## config.mk

```make
export PLATFORM = sky130hd
export DESIGN_NAME = panel_write_arbiter
export DESIGN_NICKNAME = d
export VERILOG_FILES = /design/src/rtl/panel_bus_pkg.sv /design/src/rtl/panel_rr_arb2.sv /design/src/rtl/panel_write_arbiter.sv
export SDC_FILE = /design/constraint.sdc
export NUM_CORES = 1
export LEC_CHECK = 0
export ABC_CLOCK_PERIOD_IN_PS = 1500
export CORE_UTILIZATION = 39
export DETAILED_ROUTE_END_ITERATION = 10
export PLACE_DENSITY = 0.78
export SLEW_MARGIN = 40
export SYNTH_ARGS = -nofsm -noshare
export SYNTH_HDL_FRONTEND = slang
export SYNTH_SLANG_ARGS = --single-unit
```

## constraint.sdc

```tcl
create_clock -name clock -period 1.5 [get_ports clock]
set_input_delay 0.3 -clock clock [delete_from_list [all_inputs] [get_ports clock]]
set_output_delay 0.3 -clock clock [all_outputs]
set_load 0.01 [all_outputs]
```

## src/rtl/panel_bus_pkg.sv

```systemverilog
// Shared panel write-bus defaults and arbiter state encodings.
package panel_bus_pkg;

  localparam int unsigned NUM_PANELS_DEF  = 9;
  localparam int unsigned ADDR_W_DEF      = 16;
  localparam int unsigned DATA_W_DEF      = 24;
  localparam int unsigned CLEAR_WORDS_DEF = 4096;

  localparam logic [DATA_W_DEF-1:0] CLEAR_VALUE_DEF = '0;

  // One-hot arbiter/clear sequencer states.
  typedef enum logic [1:0] {
    ST_ARB   = 2'b01,
    ST_CLEAR = 2'b10
  } arb_state_t;

endpackage

```

## src/rtl/panel_rr_arb2.sv

```systemverilog
// Two-way round-robin grant: picks the requester that did not win last time on a tie.
module panel_rr_arb2 (
  input  logic [1:0] i_valid,
  input  logic       i_last_grant,
  input  logic       i_enable,
  output logic [1:0] o_ready_c,
  output logic       o_grant_c
);

  // Grant selection; at most one ready bit is ever set.
  always_comb begin
    o_ready_c = 2'b00;
    o_grant_c = 1'b0;
    if (i_enable) begin
      if (&i_valid) begin
        o_grant_c = ~i_last_grant;
      end else begin
        o_grant_c = i_valid[1];
      end
      if (|i_valid) begin
        o_ready_c = o_grant_c ? 2'b10 : 2'b01;
      end
    end
  end

endmodule

```

## src/rtl/panel_write_arbiter.sv

```systemverilog
// Shares the panel-RAM write bus between two writers and sweeps the panels on clear.
module panel_write_arbiter
  import panel_bus_pkg::*;
#(
  parameter int unsigned NUM_PANELS  = NUM_PANELS_DEF,
  parameter int unsigned ADDR_W      = ADDR_W_DEF,
  parameter int unsigned DATA_W      = DATA_W_DEF,
  parameter int unsigned CLEAR_WORDS = CLEAR_WORDS_DEF,
  parameter logic [DATA_W-1:0] CLEAR_VALUE = DATA_W'(CLEAR_VALUE_DEF)
) (
  input  logic                  clock,
  input  logic                  reset,
  input  logic                  req0_valid,
  output logic                  req0_ready,
  input  logic [NUM_PANELS-1:0] req0_en,
  input  logic [ADDR_W-1:0]     req0_addr,
  input  logic [DATA_W-1:0]     req0_wdat,
  input  logic                  req1_valid,
  output logic                  req1_ready,
  input  logic [NUM_PANELS-1:0] req1_en,
  input  logic [ADDR_W-1:0]     req1_addr,
  input  logic [DATA_W-1:0]     req1_wdat,
  input  logic                  clear_start,
  output logic                  clear_busy,
  output logic                  clear_done,
  output logic [NUM_PANELS-1:0] ctrl_en,
  output logic [ADDR_W-1:0]     ctrl_addr,
  output logic [DATA_W-1:0]     ctrl_wdat,
  output logic                  grant_id
);

  localparam int unsigned CNT_W = (CLEAR_WORDS > 1) ? $clog2(CLEAR_WORDS) : 1;
  localparam logic [CNT_W-1:0] CNT_LAST = CNT_W'(CLEAR_WORDS - 1);

  arb_state_t r_state, w_state_next;
  logic [CNT_W-1:0] r_count, w_count_next;
  logic r_last_grant, w_last_grant_next;
  logic r_final, w_final_next;
  logic [NUM_PANELS-1:0] w_en_next;
  logic [ADDR_W-1:0] w_addr_next;
  logic [DATA_W-1:0] w_wdat_next;
  logic w_gid_next;
  logic [1:0] w_ready;
  logic w_grant;

  panel_rr_arb2 u_arb (
    .i_valid      ({req1_valid, req0_valid}),
    .i_last_grant (r_last_grant),
    .i_enable     (r_state == ST_ARB),
    .o_ready_c    (w_ready),
    .o_grant_c    (w_grant)
  );

  assign req0_ready = w_ready[0];
  assign req1_ready = w_ready[1];

  // Next-state, clear counter and next bus word.
  always_comb begin
    w_state_next      = r_state;
    w_count_next      = r_count;
    w_last_grant_next = r_last_grant;
    w_final_next      = 1'b0;
    w_en_next         = '0;
    w_addr_next       = ctrl_addr;
    w_wdat_next       = ctrl_wdat;
    w_gid_next        = grant_id;
    case (r_state)
      ST_ARB: begin
        if (|w_ready) begin
          w_last_grant_next = w_grant;
          w_gid_next        = w_grant;
          w_en_next         = w_grant ? req1_en   : req0_en;
          w_addr_next       = w_grant ? req1_addr : req0_addr;
          w_wdat_next       = w_grant ? req1_wdat : req0_wdat;
        end
        if (clear_start) begin
          w_state_next = ST_CLEAR;
          w_count_next = '0;
        end
      end
      ST_CLEAR: begin
        w_en_next   = '1;
        w_addr_next = ADDR_W'(r_count);
        w_wdat_next = CLEAR_VALUE;
        if (r_count == CNT_LAST) begin
          w_state_next = ST_ARB;
          w_final_next = 1'b1;
        end else begin
          w_count_next = r_count + CNT_W'(1);
        end
      end
      default: begin
        w_state_next = ST_ARB;
      end
    endcase
  end

  // State, counter and registered bus outputs; busy tracks clear words on the bus.
  always_ff @(posedge clock) begin
    if (reset) begin
      r_state      <= ST_ARB;
      r_count      <= '0;
      r_last_grant <= 1'b1;
      r_final      <= 1'b0;
      ctrl_en      <= '0;
      ctrl_addr    <= '0;
      ctrl_wdat    <= '0;
      grant_id     <= 1'b0;
      clear_busy   <= 1'b0;
      clear_done   <= 1'b0;
    end else begin
      r_state      <= w_state_next;
      r_count      <= w_count_next;
      r_last_grant <= w_last_grant_next;
      r_final      <= w_final_next;
      ctrl_en      <= w_en_next;
      ctrl_addr    <= w_addr_next;
      ctrl_wdat    <= w_wdat_next;
      grant_id     <= w_gid_next;
      clear_busy   <= (r_state == ST_CLEAR);
      clear_done   <= r_final;
    end
  end

endmodule

```

==> Yosys cells after proc, flatten, opt, wreduce, memory -nomap -nowiden <==
Index checks and enable logic that the tools add are counted.
{ "classes": {"n_eq_ne": 7, "mux": 22, "reduce_logical": 9, "add_sub_neg": 1, "bitwise_logic": 2} }
{ "ops": {"columns": ["op", "n"], "rows": [
  ["$mux W24", 2],
  ["$pmux W24 S2", 1],
  ["$mux W16", 2],
  ["$pmux W16 S2", 1],
  ["$mux W12", 2],
  ["$pmux W12 S2", 1],
  ["$mux W9", 2],
  ["$pmux W9 S2", 1],
  ["$add A12 B1 Y12 const B", 1],
  ["$eq A12 B12 Y1 const B", 1],
  ["$mux W2", 5],
  ["$ne A2 B2 Y1 const B", 4],
  ["$reduce_and A2 Y1", 4],
  ["$reduce_or A2 Y1", 3],
  ["$mux W1", 4],
  ["$pmux W2 S2", 1],
  ["$reduce_and A3 Y1", 1],
  ["$eq A2 B1 Y1 const B", 1],
  ["$eq A2 B2 Y1 const B", 1],
  ["$not A1 Y1", 2],
  ["$reduce_bool A2 Y1", 1]
]} }
{ "word_totals": {"register_bits": 68, "wordCells": 51, "input_bits": 103, "out_inout_bits": 54} }

==> Longest topological paths before layout <==
{ "depth": {"depth_word": 9, "mapped_depth": 8, "mapped_depth_nobuf": 6} }

==> Cells and area by module <==
From an unflattened synthesis, not the netlist that was laid out.
{ "unflattened": {"cells_unflattened": 369, "area_unflattened_um2": 3349.5} }
{ "modules_own_cells": {"columns": ["mod", "seq_area_each_um2", "area_each_um2", "n_inst", "cells_per_inst"], "rows": [
  ["panel_write_arbiter", 1361.3, 3323.2, 1, 363],
  ["panel_rr_arb2", 0.0, 26.3, 1, 6]
]} }

==> Worst setup path before layout <==
OpenSTA, ideal clock, no wires.
{ "synth_timing": {"path_type": "register to register", "from": "register r_state[0]", "to": "register r_count[10]", "stages_incl_launch_ff": 8, "setup_slack_ns": -0.099, "n_path_buf": 1, "t_required_ns": 1.380, "arrival_time_ns": 1.480, "setup_ns": 0.120, "period_less_slack_ns": 1.599, "cell_sequence": "dfxtp_1 > inv_1 > ha_1 > buf_4 > nand3b_1 > nor4_2 > or2_1 > a211o_1"} }
{ "synth_via": {"elab_chain_len": 3, "word_cells_on_any_way": 7, "cone_classes": "eq/ne: 4; mux: 1; reduce/logical: 2"} }
{ "synth_lines": {"columns": ["element", "line", "rtl"], "rows": [
  ["start: declaration", "panel_write_arbiter.sv:35", "arb_state_t r_state, w_state_next;"],
  ["start signal: assignment", "panel_write_arbiter.sv:112", "r_state <= w_state_next;"],
  ["$eq A2 B2 Y1 or $eq A2 B1 Y1 (tied branches)", "panel_write_arbiter.sv:67", "case (r_state)"],
  ["$ne A2 B2 Y1 (no line) or $reduce_bool A2 Y1 (tied branches)", null, null],
  ["$reduce_and A3 Y1 (no line)", null, null],
  ["end signal: assignment", "panel_write_arbiter.sv:113", "r_count <= w_count_next;"],
  ["end: declaration", "panel_write_arbiter.sv:36", "logic [CNT_W-1:0] r_count, w_count_next;"]
]} }
Several ways; a longest one is shown, not always the timed one.
A chain may end at the register's enable or synchronous reset.

==> Worst setup path after layout <==
Ends and elaborated chain as after synthesis.

==> results.py <==
metrics = {
    "status": {
        "status": "finished, violations left",
        "violations": "negative setup slack",
    },
    "global_routing": {
        "grt_pass1_wl_um": 21890,
        "grt_overflow_total": 0,
        "grt_pass1_vias": 4312,
        "grt_antenna_before_repair": 0,
        "grt_start_max_net_pins": 38,
        "grtUsageTotal": 0.2850,
    },
    "floorplanning": {
        "initial_core_util": 0.3993,
        "io-pin-count": 157,
        "die-width_um": 99.04,
        "dieArea_um2": 9808,
        "die_h_um": 99.04,
        "design.core.area_um2": 9196,
        "fp-row-count": 35,
    },
    "timing": {
        "maxSlewViolCount": 0,
        "setup_slack_ns": -0.1456,
        "timing.final.crit_share": 1.097,
        "hold_slack_ns": 0.4355,
        "rsz0062_at_grt": "yes",
        "slew_headroom": 0.6857,
        "setup_viol": 46,
        "worst_pin_slew_ns": 0.4672,
        "fmaxAchievable_ghz": 0.6077,
        "setup_tns_ns": -3.457,
        "hold_violations": 0,
        "skew_ns": 0.01287,
        "period_needed_ns": 1.646,
    },
    "pwr": {
        "finalPower_mw": 6.360,
        "ir_worst_vdd_mv": 0.5709,
        "p_per_area_nw_per_um2": 961.8,
        "internal_power_mw": 4.298,
        "pwr-share-comb": 0.404,
        "p_seq_frac": 0.332,
        "switchingPower_mw": 2.062,
        "clock_power_share": 0.264,
        "swShare": 0.3242,
        "p_leak_nw": 3.008,
    },
    "clock_network": {
        "path_clk_slew_ns": 0.07,
        "ctsLongestPathBuffers": 2,
        "tritoncts": "done",
        "clock_sinks": 68,
        "numCtsBuffers": 9,
        "clk_latency_ns": 0.35,
        "cts_max_level": 3,
        "ctsRootBufferMaster": "clkbuf_8",
    },
    "synth": {
        "avgSynthCellArea_um2": 8.161,
        "synth_top_family_by_area": "compound AO/OA/AOI/OAI gates",
        "synth_adder_area_share": 0.01022,
        "synth_edf_count": 0,
        "syn_nets": 556,
        "muxShareOfSynthArea": 0,
        "synth_cell_types": 48,
        "synth-xor-area-share": 0.002385,
        "async_flop_share": 0,
        "synth-compound-area-share": 0.3216,
        "netlist_area_um2": 3672,
        "yosysSeqAreaShare": 0.3707,
        "ys_ff_latch": 68,
        "syn_inst": 450,
        "synth-simple-area-share": 0.2218,
        "synth-warning-count": 0,
        "synth_ff_type": "dfxtp_1",
    },
    "hold_path": {
        "hold_path_class": "in2reg",
    },
    "setup_path": {
        "r2r_end": "r_count[10]",
        "crit_chain": "inv_1 > ha_4 > buf_4 > nand2b_4 > buf_4 > nor4_1 > a211o_1",
        "critPathMaxFanout": 6,
        "worstPathArrival_ns": 1.93,
        "critPathLaunchType": "flip-flop",
        "slowest_delay_ns": 0.45,
        "critPathCapture": "r_count[10]",
        "end_kind": "flip-flop",
        "crit_top_cell": "buf_4",
        "crit_required_ns": 1.79,
        "path_class": "reg2reg",
        "reg2reg_from": "r_state[0]",
        "rrSetupSlack_ns": -0.15,
        "worstRegToRegCells": 7,
        "startpoint": "r_state[0]",
        "crit_path_top_delay_cell": "nor4_1",
    },
    "placed_design": {
        "place_ws_ns": -0.4249,
        "dp_hpwl_um": 9194,
        "place_congestion": 0.8579,
        "place_inst": 745,
        "port_buffers": 156,
        "placed_area_um2": 5771,
    },
    "drt": {
        "drt-initial-drc-count": 247,
        "routed_wl_um": 14650,
        "vias": 4342,
        "final_antenna_net_count": 0,
        "wl_per_cell_um": 18.97,
        "vias_per_cell": 5.624,
        "drc": 0,
        "firstDrtPassIters": 5,
    },
    "layout": {
        "stdcell_count": 772,
        "nNetsFinal": 762,
        "postLayoutCoreUtil": 0.7190,
        "layout-drive-gt1-share": 0.2905,
        "antenna_cells": 0,
        "area.growth.synth_to_final_pct": 80.07,
        "fin_area_um2": 6613,
        "nFillCells": 691,
    },
    "run": {
        "drv_cap": 0,
    },
}
==> worst min-delay path by stage <==
stage / start / endpoint / slack, ns / cells past startpoint
5_1_grt: reset / ctrl_wdat[6] / 0.46 / 3
6_report: reset / ctrl_wdat[11] / 0.44 / 3
2_1_floorplan: r_final / clear_done / 0.41 / 1
4_1_cts: reset / ctrl_wdat[6] / 0.40 / 3
3_5_place_dp: r_final / clear_done / 0.43 / 1
3_3_place_gp: r_final / clear_done / 0.42 / 1
==> kinds of logic (layout without fill, tap and decap cells) <==
logic type | Yosys count | count (layout)
flip-flops | 68 | 68
AO/OA/AOI/OAI | 170 | 170
XOR/XNOR | 1 | 1
AND/OR/NAND/NOR | 155 | 155
buffers and inverters | 53 | 264
adder cells (fa/ha/maj) | 3 | 3
==> state kept, by name, summed over array words and instances, names as in the netlist <==
name / flops
grant_id: 1
clear_busy: 1
r_count: 12
ctrl_wdat: 24
r_final: 1
clear_done: 1
r_state: 2
r_last_grant: 1
ctrl_en: 9
ctrl_addr: 16
==> layer usage <==
metal  vias to the layer above  GRT usage  wire, um
li1                       2050          -         -
met2                       212     0.5164      7529
met5                         -          0         0
met1                      2040     0.3282      5744
met4                         0     0.1320       437
met3                        40    0.04397       936
==> layout by cell type (no fill, tap or decap), types with 5 or more instances in the layout <==
cell	n
and3_1	12
nand2_1	27
nand3_1	40
clkdlybuf4s50_1	102
a21o_1	31
nand2_4	15
nor2_1	18
o21ai_0	31
inv_1	6
o21ai_1	12
o21a_1	9
a211oi_2	13
o41ai_2	9
buf_12	8
clkbuf_8	10
nand3b_1	13
buf_6	5
a21oi_2	17
buf_4	62
and3_4	6
a21oi_1	25
dfxtp_1	64
dlygate4sd2_1	47
==> final cells by class <==
| class | count | area (um^2) | area share |
|---|---|---|---|
| timing repair buffer | 238 | 2382 | 0.3603 |
| tap | 111 | 138.9 | 0.02100 |
| multi-input combinational | 329 | 2471 | 0.3737 |
| inverter | 10 | 37.54 | 0.005676 |
| clock inverter | 5 | 75.07 | 0.01135 |
| sequential | 68 | 1366 | 0.2066 |
| clock buffer | 11 | 141.4 | 0.02138 |
==> worst max-delay path: cells and delay by family, from the launching register on <==
kind	cells	cell delay (ns)
simple gates	2	0.51
buf+inv	3	0.38
flops	1	0.34
fa+ha+maj	1	0.18
compound gates	1	0.17
==> synth_stat cells (all sizes together), types with 2 or more instances <==
master / number / area share
a211o: 2 / 0.0048
a211oi: 14 / 0.035
a21o: 31 / 0.063
a21oi: 43 / 0.059
a31oi: 5 / 0.0085
a32o: 2 / 0.0055
a41oi: 2 / 0.0048
and2: 3 / 0.0058
and3: 18 / 0.031
and4: 2 / 0.0048
buf: 27 / 0.047
clkbuf: 16 / 0.016
dfxtp: 68 / 0.37
ha: 3 / 0.010
inv: 10 / 0.010
nand2: 42 / 0.044
nand2b: 3 / 0.0072
nand3: 41 / 0.057
nand3b: 13 / 0.027
nand4: 4 / 0.0068
nor2: 20 / 0.020
nor2b: 2 / 0.0034
nor3: 2 / 0.0027
nor4: 3 / 0.0085
o21a: 9 / 0.018
o21ai: 44 / 0.061
o22a: 2 / 0.0048
o41ai: 11 / 0.045
==> power by group through the flow <==
stage | Sequential [mW] | Clock [mW] | Combinational [mW]
2_1_floorplan | 2.21 | 0 | 0.920
3_3_place_gp | 2.12 | 0 | 2.03
3_5_place_dp | 2.13 | 0 | 2.07
4_1_cts | 2.10 | 1.69 | 2.34
5_1_grt | 2.13 | 1.76 | 2.73
6_report | 2.11 | 1.68 | 2.57
==> repair_timing <==
action,CTS,global route
setup buffers,2,3
gates cloned,4,2
resized for setup,129,46
pin swaps,23,31
hold buffers,0,0
endpoints found under the setup margin,111,70
Power figures use the tool's default switching activity.
